===== config.mk =====
export PLATFORM = sky130hd
export DESIGN_NAME = uart_rx_buffer_ctrl
export DESIGN_NICKNAME = d
export VERILOG_FILES = /design/src/rtl/buff_uart_pkg.sv /design/src/rtl/sync_fifo.sv /design/src/rtl/uart_rx_buffer_ctrl.sv
export SDC_FILE = /design/constraint.sdc
export NUM_CORES = 1
export LEC_CHECK = 0
export ABC_AREA = 1
export BUFFER_PORTS_ARGS = -buffer_cell sky130_fd_sc_hd__buf_2
export CAP_MARGIN = 15
export CORE_ASPECT_RATIO = 0.75
export CORE_MARGIN = 2
export CORE_UTILIZATION = 35
export CTS_CLUSTER_SIZE = 30
export DETAILED_ROUTE_END_ITERATION = 8
export GPL_TIMING_DRIVEN = 0
export PLACE_DENSITY = 0.49
export SLEW_MARGIN = 0
export SYNTH_ARGS = -nofsm -noshare
export SYNTH_HDL_FRONTEND = slang
export SYNTH_HIERARCHICAL = 1
export SYNTH_SLANG_ARGS = --single-unit

===== constraint.sdc =====
create_clock -name clock -period 2.8 [get_ports clock]
set_clock_uncertainty 0.1 [all_clocks]
set_input_delay 0.14 -clock clock [delete_from_list [all_inputs] [get_ports clock]]
set_output_delay 0.14 -clock clock [all_outputs]
set_load 0.05 [all_outputs]

===== src/rtl/buff_uart_pkg.sv =====
// Shared defaults and helpers for the buffered UART receive path.
package buff_uart_pkg;

  localparam int DEFAULT_WIDTH = 8;
  localparam int DEFAULT_DEPTH = 16;

  // Fill level has to represent 0..DEPTH inclusive, hence the extra bit.
  function automatic int level_width(input int depth);
    return $clog2(depth) + 1;
  endfunction

endpackage


===== src/rtl/sync_fifo.sv =====
// Circular show-ahead FIFO; flush overrides push and pop in the same cycle.
module sync_fifo
  import buff_uart_pkg::*;
#(
  parameter int WIDTH = DEFAULT_WIDTH,
  parameter int DEPTH = DEFAULT_DEPTH
) (
  input  logic                          clock,
  input  logic                          resetn,
  input  logic                          push,
  input  logic                          pop,
  input  logic                          flush,
  input  logic [WIDTH-1:0]              wr_data,
  output logic [WIDTH-1:0]              rd_data,
  output logic [level_width(DEPTH)-1:0] level,
  output logic [level_width(DEPTH)-1:0] level_next,
  output logic                          full,
  output logic                          empty
);

  localparam int PTR_W = $clog2(DEPTH);
  localparam int LVL_W = level_width(DEPTH);

  logic [WIDTH-1:0] mem_q [DEPTH];
  logic [PTR_W-1:0] wr_ptr_q, wr_ptr_d;
  logic [PTR_W-1:0] rd_ptr_q, rd_ptr_d;
  logic [LVL_W-1:0] level_q, level_d;
  logic             push_ok, pop_ok;

  assign full       = (level_q == LVL_W'(DEPTH));
  assign empty      = (level_q == '0);
  assign rd_data    = mem_q[rd_ptr_q];
  assign level      = level_q;
  assign level_next = level_d;

  // Next pointers and level; a push into a full FIFO only lands if a pop frees a slot.
  always_comb begin
    pop_ok   = pop & ~empty;
    push_ok  = push & (~full | pop_ok);
    wr_ptr_d = wr_ptr_q;
    rd_ptr_d = rd_ptr_q;
    level_d  = level_q;
    if (flush) begin
      wr_ptr_d = '0;
      rd_ptr_d = '0;
      level_d  = '0;
    end else begin
      if (push_ok) wr_ptr_d = wr_ptr_q + PTR_W'(1);
      if (pop_ok)  rd_ptr_d = rd_ptr_q + PTR_W'(1);
      case ({push_ok, pop_ok})
        2'b10:   level_d = level_q + LVL_W'(1);
        2'b01:   level_d = level_q - LVL_W'(1);
        default: level_d = level_q;
      endcase
    end
  end

  // Pointer and level registers.
  always_ff @(posedge clock) begin
    if (!resetn) begin
      wr_ptr_q <= '0;
      rd_ptr_q <= '0;
      level_q  <= '0;
    end else begin
      wr_ptr_q <= wr_ptr_d;
      rd_ptr_q <= rd_ptr_d;
      level_q  <= level_d;
    end
  end

  // Storage has no reset; contents are only observed while level > 0.
  always_ff @(posedge clock) begin
    if (push_ok && !flush) mem_q[wr_ptr_q] <= wr_data;
  end

endmodule


===== src/rtl/uart_rx_buffer_ctrl.sv =====
// Flow control and buffering behind uart_rx: edge-detected capture, overflow flag, idle timer.
module uart_rx_buffer_ctrl
  import buff_uart_pkg::*;
#(
  parameter int WIDTH       = DEFAULT_WIDTH,
  parameter int DEPTH       = DEFAULT_DEPTH,
  parameter int IDLE_CYCLES = 1000
) (
  input  logic                          clock,
  input  logic                          resetn,
  input  logic                          rx_ready,
  input  logic [WIDTH-1:0]              rx_data,
  output logic                          rx_can_receive,
  input  logic                          enable,
  input  logic                          flush,
  output logic [WIDTH-1:0]              m_data,
  output logic                          m_valid,
  input  logic                          m_ready,
  output logic [level_width(DEPTH)-1:0] level,
  output logic                          overflow,
  input  logic                          overflow_clear,
  output logic                          idle
);

  localparam int LVL_W = level_width(DEPTH);
  localparam int CNT_W = $clog2(IDLE_CYCLES + 1);
  localparam logic [CNT_W-1:0] IDLE_MAX = CNT_W'(IDLE_CYCLES);

  logic             rx_ready_q;
  logic             rx_can_q, rx_can_d;
  logic             overflow_q, overflow_d;
  logic             idle_q, idle_d;
  logic [CNT_W-1:0] idle_cnt_q, idle_cnt_d;
  logic             push, pop, drop;
  logic             fifo_full, fifo_empty;
  logic [LVL_W-1:0] level_q, level_d;

  // uart_rx holds rx_ready high for several cycles, so only its rising edge is a word.
  assign push = rx_ready & ~rx_ready_q;
  assign pop  = m_valid & m_ready;
  assign drop = push & fifo_full & ~pop & ~flush;

  sync_fifo #(
    .WIDTH (WIDTH),
    .DEPTH (DEPTH)
  ) u_fifo (
    .clock      (clock),
    .resetn     (resetn),
    .push       (push),
    .pop        (pop),
    .flush      (flush),
    .wr_data    (rx_data),
    .rd_data    (m_data),
    .level      (level_q),
    .level_next (level_d),
    .full       (fifo_full),
    .empty      (fifo_empty)
  );

  assign m_valid        = ~fifo_empty;
  assign level          = level_q;
  assign rx_can_receive = rx_can_q;
  assign overflow       = overflow_q;
  assign idle           = idle_q;

  // Flags and idle timer; both flow control and idle look at the post-edge level so they react immediately.
  always_comb begin
    rx_can_d   = enable & (level_d < LVL_W'(DEPTH));
    overflow_d = drop | (overflow_q & ~overflow_clear);
    idle_cnt_d = idle_cnt_q;
    if (push || flush || (level_q == '0)) begin
      idle_cnt_d = '0;
    end else if (idle_cnt_q != IDLE_MAX) begin
      idle_cnt_d = idle_cnt_q + CNT_W'(1);
    end
    idle_d = (idle_cnt_d == IDLE_MAX) & (level_d != '0);
  end

  // Control registers.
  always_ff @(posedge clock) begin
    if (!resetn) begin
      rx_ready_q <= 1'b0;
      rx_can_q   <= 1'b0;
      overflow_q <= 1'b0;
      idle_cnt_q <= '0;
      idle_q     <= 1'b0;
    end else begin
      rx_ready_q <= rx_ready;
      rx_can_q   <= rx_can_d;
      overflow_q <= overflow_d;
      idle_cnt_q <= idle_cnt_d;
      idle_q     <= idle_d;
    end
  end

endmodule


==> results by group, run 1 <==
Worst setup path
  – Worst-path fanout max: 4
  – Crit path DAT: 2.98 ns
  – CP Capture Type: register
  – Critical Path RT: 3.08 ns
  – Nature of the critical path startpoint: register
  – Critical path type: register to register

Floorplan
  – Row count: 44
  – Die height: 125 µm
  – Core area: 19,200 µm²
  – Initial Util: 35.4%
  – Die footprint: 20,500 µm²
  – I/O pin count: 32
  – Die width: 165 µm

Logic synthesis
  – Synth top area share: 56.7%
  – Main combinational cell family by area after synthesis: simple AND/OR/NAND/NOR gates
  – Synth warn: 6
  – FF+latch count, synth: 159
  – Syn Nets: 633
  – Post-Synth Simple-Gate Area: 15.7%
  – Mapped Cells: 607
  – Distinct cells, synth: 35
  – Post-Synth XOR/XNOR Area: 0.517%
  – Post-synthesis compound-gate area fraction: 11.4%
  – Syn Area/Cell: 11.2 µm²
  – Area leader, netlist: edfxtp_1
  – Sequential area share after synthesis: 65.8%
  – Netlist Area Pre-Place: 6780 µm²
  – Synth Area in Adders: 2.14%
  – Mux contribution to synthesized area: 0%
  – Synth area leaders: edfxtp_1, dfxtp_1, nor2_1, o21ai_0, o221ai_1

Placement
  – Setup WS pre-CTS: -0.129 ns
  – PortBufs: 31
  – Hpwl dp: 12.3 mm
  – Placed Instances: 897
  – GP Congestion: 0.883

Global route
  – GR Layer Usage met1: 27.8%
  – Initial antenna violation count: 0
  – Gr busiest metal: met1
  – First-pass GRT wire length: 27.7 mm
  – Total gr overflow: 0
  – Vias in the first global route: 4,660
  – Met3 usage: 4.90%
  – Total global routing track utilization: 18.6%
  – Largest net degree at the start of global routing: 17
  – Met2 usage: 26.6%

Job
  – Max-cap viol count: 0

Clocking
  – Num CTS Buffers: 17
  – Number of buffers on the longest clock path: 2
  – Clock transition at the registers of the reported paths: 0.07 ns
  – CTS tree: done
  – H-tree depth: 4
  – Clk_lat worst skew: 0.43 ns
  – Clock root buffer: clkbuf_16
  – Clock Sinks: 159

Finish
  – Non-Filler Instances: 948
  – Fillers: 1,830
  – # diodes: 0
  – Share of cells above drive strength 1: 22.2%
  – Area grow syn2layout: 20.7%
  – Nets: 708
  – Area of the multi-input gates: 2110 µm²
  – Storage cell area: 4480 µm²

STA
  – Max Clock Freq: 369 MHz
  – Slew Limit Fails: 0
  – Final setup viols: 0
  – Final Hold Fails: 0
  – Setup WS post-layout: 0.0935 ns
  – RSZ-0062 raised after global routing: yes
  – Final Cycle Share: 96.7%
  – Least-Margin Pin Slew: 0.976 ns
  – Final min period: 2.71 ns
  – Slew HR: 34.7%

Power and ir drop
  – Worst VDD drop: 0.389 mV
  – Pwr dens: 654 nW/µm²
  – LEAKAGE: 2.93 nW

Detailed routing
  – Detailed-router iteration count before antenna repair: 7
  – Total number of vias: 4,877
  – Iteration-0 DRC Markers: 520
  – WL per Instance: 19.1 µm
  – Post-DR vias/cell: 5.14
  – ANT nets after route: 0
  – Final wirelength: 18.1 mm
  – Drt drc: 0

Outcome
  – Status: complete, no violations

Hold path
  – Hold crit path type: primary input to register
-- sequential cells by signal (all words and copies together) (netlist names), named ones only --
signal / flops
u_fifo/wr_ptr_q: 4
rx_can_receive: 1
idle: 1
overflow: 1
rx_ready_q: 1
u_fifo/rd_ptr_q: 4
u_fifo/level: 5
idle_cnt_q: 10
u_fifo/mem_q: 128
-- path summary, 6_finish.rpt --
kind | start | endpoint | slack [ns] | cells after the start
worst max-delay path | u_fifo/level[4] | idle | 0.09 | 23
worst min-delay path | rx_data[4] | u_fifo/mem_q[7][4] | 0.02 | 1
worst max register to register | u_fifo/level[4] | idle | 0.09 | 23
worst min register to register | u_fifo/rd_ptr_q[3] | u_fifo/rd_ptr_q[3] | 0.37 | 2
-- critical path: stages (launching register included) --
cell,delay [ns]
dfxtp_4,0.36
inv_4,0.05
nand3_4,0.08
inv_2,0.05
clkinvlp_4,0.06
nand2_2,0.06
inv_2,0.08
nand2_4,0.06
nor2_4,0.22
inv_4,0.05
fa_2,0.36
buf_4,0.15
xor2_1,0.14
nand2_1,0.06
nand3_1,0.11
inv_1,0.07
inv_1,0.04
nand3_1,0.07
nand3_2,0.09
nor2_4,0.10
nand3_2,0.07
nor2_1,0.09
nand2_1,0.06
nor2_2,0.07
-- power by group --
part	total (mW)	switching [mW]	internal, mW
Combinational	0.425	0.301	0.123
Sequential	2.58	0.0122	2.57
Clock	2.35	1.01	1.34
Total	5.35	1.32	4.03
-- cell usage after synthesis --
cell / n
inv_4: 1
clkbuf_1: 14
a21oi_1: 11
and3_1: 1
nor3_1: 10
nor2_4: 3
o211ai_1: 8
nor2_1: 107
a21oi_2: 1
nand2_2: 2
inv_2: 4
o21ai_2: 1
dfxtp_1: 31
dlygate4sd1_1: 1
nor3_2: 3
edfxtp_1: 128
nand3b_1: 3
o21ai_0: 70
o21ai_1: 4
nand3_2: 3
o21bai_1: 1
fa_1: 1
nand3_1: 27
buf_4: 1
ha_1: 10
nand2_1: 54
o221ai_1: 24
inv_1: 46
nand2_4: 4
buf_2: 8
nor2_2: 6
o22ai_1: 8
nand4_1: 6
nand3_4: 1
xor2_1: 4
-- cells in the final DEF, fill, tap and decap left out, types with 17 or more instances in the layout --
master and instances:
inv_1 40, dfxtp_1 26, o221ai_1 24, buf_2 43, clkbuf_16 17, edfxtp_1 128
nor2_1 101, nand3_1 24, o21ai_0 70, nand2_1 53
-- metal layers --
metal,wire (µm),share of wire [%]
met3,1280,7.1
met4,309,1.7
met1,8710,48
met2,7790,43
met5,0,0
-- metrics by stage --
stage	area (µm²)	setup TNS (ns)	total power, mW	utilization, %	hold slack (ns)
2_1_floorplan	6860	-0.0328	2.88	-	0.133
3_3_place_gp	7330	-6.87	3.01	38.3	0.233
3_5_place_dp	7380	-0.129	3.01	38.5	0.245
4_1_cts	8120	-0.00613	5.38	42.4	0.0122
5_1_grt	8180	-0.116	5.54	42.7	0.0152
6_report	8180	0	5.35	42.7	0.0202
-- cell type report --
class / instances / area share, %
Timing Repair Buffer: 56 / 4.28
Sequential cell: 159 / 54.8
Buffer: 24 / 1.47
Inverter: 51 / 2.45
Clock buffer: 17 / 5.20
Clock inverter: 15 / 2.17
Multi-Input combinational cell: 373 / 25.8
Tap cell: 253 / 3.87
-- repair_timing --
item / in CTS / in global routing
endpoints found under the setup margin: 3 / 33
pin swaps: 9 / 14
gates cloned: 0 / 0
hold buffers: 7 / 0
hold endpoints to repair: 6 / 0
resized for setup: 4 / 23
buffers inserted: 8 / 4
-- cells by family after synthesis --
kind of cell,after synthesis
AND/OR/NAND/NOR,230
AO/OA/AOI/OAI,128
XOR/XNOR,4
flip-flops,159
buffers and inverters,75
adder cells (fa/ha/maj),11
Power figures use the tool's default switching activity.
==> run 2, diff against run 1 <==
==> constraint.sdc (replaced) <==
create_clock -name clock -period 2.5 [get_ports clock]
set_clock_uncertainty 0.1 [all_clocks]
set_input_delay 0.125 -clock clock [delete_from_list [all_inputs] [get_ports clock]]
set_output_delay 0.125 -clock clock [all_outputs]
set_load 0.005 [all_outputs]
==> results by group, run 2 (synthesis gave the netlist of run 1 again) <==
Clocking
  – Num CTS Buffers: 17 (unchanged)
  – Clock transition at the registers of the reported paths: 0.07 ns (about the same)
  – Clock root buffer: clkbuf_16
  – Clock Sinks: 159 (unchanged)
  – Number of buffers on the longest clock path: 2 (unchanged)
  – H-tree depth: 4 (unchanged)
  – CTS tree: done
  – Clk_lat worst skew: 0.43 ns (about the same)

Global route
  – First-pass GRT wire length: 28.5 mm (+2.9%)
  – Total global routing track utilization: 19.0% (+0.40 points)
  – Initial antenna violation count: 1 (+1)
  – Vias in the first global route: 4,958 (+6.4%)
  – Largest net degree at the start of global routing: 17 (unchanged)
  – Total gr overflow: 0 (unchanged)

Finish
  – Commonest non-fill, non-tap cell in the layout: edfxtp_1
  – Share of cells above drive strength 1: 25.1% (+2.9 points)
  – Nets: 719 (+1.6%)
  – Area grow syn2layout: 22.8%
  – Fin area: 8330 µm² (+1.7%)
  – Largest register FFs: 128 (unchanged)
  – # diodes: 0 (unchanged)
  – Biggest register: u_fifo/mem_q
  – Most frequent cells in the layout: edfxtp_1, nor2_1, o21ai_0

Detailed routing
  – Post-DR vias/cell: 5.21 (+1.3%)
  – Iteration-0 DRC Markers: 545 (+4.8%)
  – Total number of vias: 4,998 (+2.5%)
  – Final wirelength: 18.4 mm (+1.5%)
  – ANT nets after route: 0 (unchanged)
  – WL per Instance: 19.1 µm (+0.29%)
  – Detailed-router iteration count before antenna repair: 5 (-2)
  – Drt drc: 0 (unchanged)

Floorplan
  – Core area: 19,200 µm² (unchanged)
  – Row count: 44 (unchanged)
  – Initial Util: 35.4% (unchanged)
  – I/O pin count: 32 (unchanged)
  – Die width: 165 µm (unchanged)
  – Die height: 125 µm (unchanged)
  – Die footprint: 20,500 µm² (unchanged)

Worst setup path
  – CP delay by family, top: simple AND/OR/NAND/NOR gates
  – CP most frequent cell: nor2_1
  – Critical Path RT: 2.77 ns (-0.31 ns)
  – Slowest CP cell: fa_2
  – Crit path DAT: 3.00 ns (+0.02 ns)
  – Buf+Inv Stages, Crit Path: 5 (-3)
  – CP max stage delay: 0.39 ns (+0.03 ns)
  – CP Capture Type: register
  – Critical path type: register to register
  – Nature of the critical path startpoint: register
  – Worst-path fanout max: 4 (unchanged)

Placement
  – Dpl cell area: 7340 µm² (-0.53%)
  – Hpwl dp: 12.4 mm (+0.24%)
  – PortBufs: 31 (unchanged)
  – GP Congestion: 0.816 (-7.5%)

STA
  – Max Clock Freq: 367 MHz (-0.78%)
  – Setup WS post-layout: -0.228 ns (-0.321 ns)
  – Final min period: 2.73 ns (+0.0212 ns)
  – Final setup viols: 2 (+2)
  – Slew Limit Fails: 0 (unchanged)
  – Final Hold Fails: 0 (unchanged)
  – RSZ-0062 raised after global routing: yes
  – Least-Margin Pin Slew: 0.900 ns (-0.0754 ns)
  – Slew HR: 39.7% (+4.9 points)
  – Final Cycle Share: 109% (+12 points)

Power and ir drop
  – Pwr dens: 716 nW/µm² (+9.6%)
  – Power Total: 5.96 mW (+11%)
  – LEAKAGE: 3.01 nW (+2.8%)
  – Worst VDD drop: 0.413 mV (+6.2%)

Hold path
  – Hold crit path type: primary input to register

Job
  – Max-cap viol count: 0 (unchanged)

Outcome
  – Status: finished, violations left
  – Failing checks: negative setup slack
[run 2: cell types whose count changed in the layout (fill, tap and decap cells not counted), sizes merged]
| cell | before | now |
|---|---|---|
| inv | 56 | 59 |
| clkinv | 6 | 4 |
| clkinvlp | 2 | 1 |
| buf | 58 | 69 |
[run 2: stage by stage]
| step | hold slack (ns) | worst slack [ns] | utilization (%) | cells | TNS, ns |
|---|---|---|---|---|---|
| floorplan | 0.118 | -0.0189 | - | 607 | -0.0189 |
| global placement | 0.222 | -0.478 | 38.1 | 891 | -24.66 |
| detailed placement | 0.236 | -0.484 | 38.3 | 897 | -7.04 |
| CTS | 0.000723 | -0.276 | 43.0 | 957 | -0.508 |
| global route | 0.00824 | -0.468 | 43.5 | 959 | -1.72 |
| finish | 0.00485 | -0.228 | 43.5 | 959 | -0.417 |
[run 2: final cells by class]
type,instances,area [µm²]
Sequential cell,159,4480
Buffer,24,131
Clock buffer,17,425
Inverter,51,196
Multi-Input combinational cell,373,2150
Timing Repair Buffer,67,444
Fill cell,1803,10800
Tap cell,253,317
Clock inverter,15,175
[run 2: worst paths after layout]
kind                            slack, ns                  to  cells after the start               start
worst max-delay path                -0.23                idle                     25     u_fifo/level[2]
worst min-delay path                0.005  u_fifo/mem_q[7][0]                      1          rx_data[0]
worst max register to register      -0.23                idle                     25     u_fifo/level[2]
worst min register to register       0.38  u_fifo/rd_ptr_q[3]                      2  u_fifo/rd_ptr_q[3]
[run 2: timing repair]
item | in CTS | in global routing
hold endpoints to repair | 5 | 0
pin swaps | 19 | 17
hold buffers | 7 | 0
setup endpoints to repair | 99 | 83
resized for setup | 26 | 26
setup buffers | 21 | 5
[run 2: per-layer routing]
metal / global-route usage, % / wire length, µm / up-vias
li1: - / - / 2341
met1: 27.2 / 8520 / 2466
met2: 28.3 / 8300 / 171
met3: 4.90 / 1250 / 20
met4: 6.09 / 289 / 0
met5: 0 / 0 / -
[run 2: report_power, final]
group / total, mW / internal (mW) / switching (mW)
Combinational: 0.433 / 0.163 / 0.270
Sequential: 2.89 / 2.87 / 0.0134
Clock: 2.64 / 1.51 / 1.14
==> run 3, diff against run 2 <==
--- a/config.mk
+++ b/config.mk
@@ -10,11 +10,11 @@
 export CAP_MARGIN = 15
 export CORE_ASPECT_RATIO = 0.75
 export CORE_MARGIN = 2
-export CORE_UTILIZATION = 35
+export CORE_UTILIZATION = 45
 export CTS_CLUSTER_SIZE = 30
 export DETAILED_ROUTE_END_ITERATION = 8
 export GPL_TIMING_DRIVEN = 0
-export PLACE_DENSITY = 0.49
+export PLACE_DENSITY = 0.6
 export SLEW_MARGIN = 0
 export SYNTH_ARGS = -nofsm -noshare
 export SYNTH_HDL_FRONTEND = slang
==> results by group, run 3 (synthesis gave the netlist of run 1 again) <==
Worst setup path
  – R2R cell count: 23 (-8.0%)
  – Critical path type: register to register
  – Nature of the critical path startpoint: register
  – Critical Path RT: 2.76 ns (about the same)
  – CP Capture Type: register
  – RR Startpoint: u_fifo/level[4]
  – R2R setup slack: -0.24 ns (about the same)
  – Worst-path fanout max: 4 (unchanged)
  – Worst r2r dst: idle
  – Crit path DAT: 3.00 ns (about the same)

Detailed routing
  – WL per Instance: 19.3 µm (+0.58%)
  – Total number of vias: 4,960 (-0.76%)
  – Detailed-router iteration count before antenna repair: 5 (unchanged)
  – Iteration-0 DRC Markers: 451 (-17%)
  – Final wirelength: 17.5 mm (-4.7%)
  – Drt drc: 0 (unchanged)
  – Post-DR vias/cell: 5.46 (+4.7%)
  – ANT nets after route: 0 (unchanged)

Power and ir drop
  – Pwr dens: 693 nW/µm² (-3.2%)
  – Worst VDD drop: 0.399 mV (-3.4%)
  – Combinational share of power: 7.5% (+0.2 points)
  – Net Switching: 1.27 mW (-10%)
  – Internal: 4.48 mW (-1.3%)
  – Clock power share: 42.3% (-2.0 points)
  – Sequential power share: 50.2% (+1.8 points)
  – LEAKAGE: 3.03 nW (+0.53%)
  – Switching part of the total: 22.1% (-1.6 points)
  – Power Total: 5.76 mW (-3.4%)

Global route
  – First-pass GRT wire length: 26.8 mm (-6.0%)
  – Largest net degree at the start of global routing: 17 (unchanged)
  – Total gr overflow: 0 (unchanged)
  – Total global routing track utilization: 22.7% (+3.7 points)
  – Vias in the first global route: 4,723 (-4.7%)
  – Initial antenna violation count: 0 (-1)

Outcome
  – Failing checks: negative setup slack
  – Status: finished, violations left

Hold path
  – Hold path depth: 1 (unchanged)
  – Worst Hold Endpoint: u_fifo/mem_q[1][4]
  – Hold crit path type: primary input to register
  – HP Start: rx_data[4]

Finish
  – Non-Filler Instances: 909 (-5.2%)
  – Biggest register: u_fifo/mem_q
  – Area grow syn2layout: 22.5%
  – Most frequent cells in the layout: edfxtp_1, nor2_1, o21ai_0
  – Fin area: 8300 µm² (-0.26%)
  – Fillers: 1,217 (-33%)
  – Storage cell area: 4480 µm² (about the same)
  – Commonest non-fill, non-tap cell in the layout: edfxtp_1
  – Area of the multi-input gates: 2210 µm² (+2.6%)
  – Final core occ: 56.9% (+13 points)
  – Nets: 722 (+0.42%)
  – Share of cells above drive strength 1: 24.8% (-0.25 points)
  – # diodes: 0 (unchanged)
  – Largest register FFs: 128 (unchanged)

Clocking
  – Num CTS Buffers: 17 (unchanged)
  – Clock root buffer: clkbuf_16
  – H-tree depth: 4 (unchanged)
  – CTS tree: done
  – Clock transition at the registers of the reported paths: 0.06 ns (about the same)
  – Clock Sinks: 159 (unchanged)
  – Number of buffers on the longest clock path: 2 (unchanged)
  – Clk_lat worst skew: 0.42 ns (about the same)

Floorplan
  – Core area: 14,600 µm² (-24%)
  – Initial Util: 46.5% (+11 points)
  – Die footprint: 16,100 µm² (-22%)
  – Die width: 146 µm (-12%)
  – Die height: 110 µm (-11%)
  – Row count: 38 (-14%)
  – I/O pin count: 32 (unchanged)

STA
  – Final Hold Fails: 0 (unchanged)
  – Slew Limit Fails: 0 (unchanged)
  – RSZ-0062 raised after global routing: yes
  – Final setup viols: 6 (+4)
  – Max Clock Freq: 365 MHz (-0.40%)
  – Least-Margin Pin Slew: 0.832 ns (-0.0686 ns)
  – Setup WS post-layout: -0.239 ns (-0.0109 ns)
  – Hold WS: 0.00326 ns (-0.00158 ns)
  – Slew HR: 44.3% (+4.6 points)
  – Final Cycle Share: 110% (+0.44 points)
  – Final min period: 2.74 ns (+0.0109 ns)
  – Sum Neg Setup Slack: -0.679 ns (-0.262 ns)

Job
  – Max-cap viol count: 0 (unchanged)

Placement
  – Hpwl dp: 11.5 mm (-6.9%)
  – GP Congestion: 0.846 (+3.6%)
  – PortBufs: 31 (unchanged)
  – Placed Instances: 845 (-5.8%)
  – Dpl cell area: 7280 µm² (-0.84%)
  – Setup WS pre-CTS: -0.421 ns (+0.0631 ns)
-- run 3: cell types whose count changed in the layout (fill, tap and decap cells not counted), sizes merged --
cell,previous run,this run
inv,59,51
clkinvlp,1,3
dlygate4sd3,7,12
clkbuf,31,34
buf,69,66
clkinv,4,8
-- run 3: final cells by class --
class / count / share of cell area [%]
Multi-Input combinational cell: 373 / 26.6
Clock buffer: 19 / 5.21
Timing Repair Buffer: 70 / 5.71
Clock inverter: 13 / 1.48
Tap cell: 200 / 3.01
Buffer: 24 / 1.63
Inverter: 51 / 2.37
Sequential cell: 159 / 54.0
-- run 3: how the worst max path moves through the flow --
stage                    start                  to  slack, ns  cells after the start
2_1_floorplan  u_fifo/level[0]                idle      -0.02                     25
3_3_place_gp        rx_ready_q  u_fifo/mem_q[1][6]      -0.42                      5
3_5_place_dp   u_fifo/level[0]                idle      -0.42                     26
4_1_cts        u_fifo/level[3]                idle      -0.23                     25
5_1_grt        u_fifo/level[4]                idle      -0.53                     26
6_report       u_fifo/level[4]                idle      -0.24                     23
-- run 3: per-layer routing --
metal,GRT usage (%),part of all wire (%),wire length [µm]
met4,7.00,1.3,233
met1,32.0,47,8170
met3,7.08,9.1,1590
met5,0,0,0
met2,34.0,43,7510
-- run 3: power groups by stage --
stage                     clock network (mW)  logic, mW  registers [mW]
after CTS                               2.47      0.400            2.89
after global routing                    2.60      0.476            2.89
after floorplan                            0      0.200            2.95
after detailed placement                   0      0.337            2.95
after global placement                     0      0.329            2.95
final                                   2.44      0.433            2.89
-- run 3: repair_timing --
| item | 4_1_cts | 5_1_grt |
|---|---|---|
| resized for setup | 26 | 44 |
| pin swaps | 14 | 19 |
| hold buffers | 11 | 1 |
| hold endpoints to repair | 40 | 1 |
| setup buffers | 14 | 6 |
| setup endpoints to repair | 83 | 73 |
| cloned | 0 | 1 |
-- run 3: worst max-delay path, cell delays in order, from the launching register on --
cell and delay [ns]:
dfxtp_2 0.36, inv_4 0.04, nand3_4 0.08, inv_2 0.04, inv_2 0.05, nand2_2 0.06
inv_2 0.07, nand2_4 0.06, nor2_4 0.22, inv_4 0.05, fa_2 0.35, buf_4 0.15
xor2_1 0.15, nand2_1 0.07, nand3_1 0.10, inv_1 0.08, inv_1 0.04, nand3_1 0.08
nand3_2 0.07, nor2_2 0.10, nand3_1 0.07, nor2_1 0.10, nand2_1 0.07, nor2_2 0.09
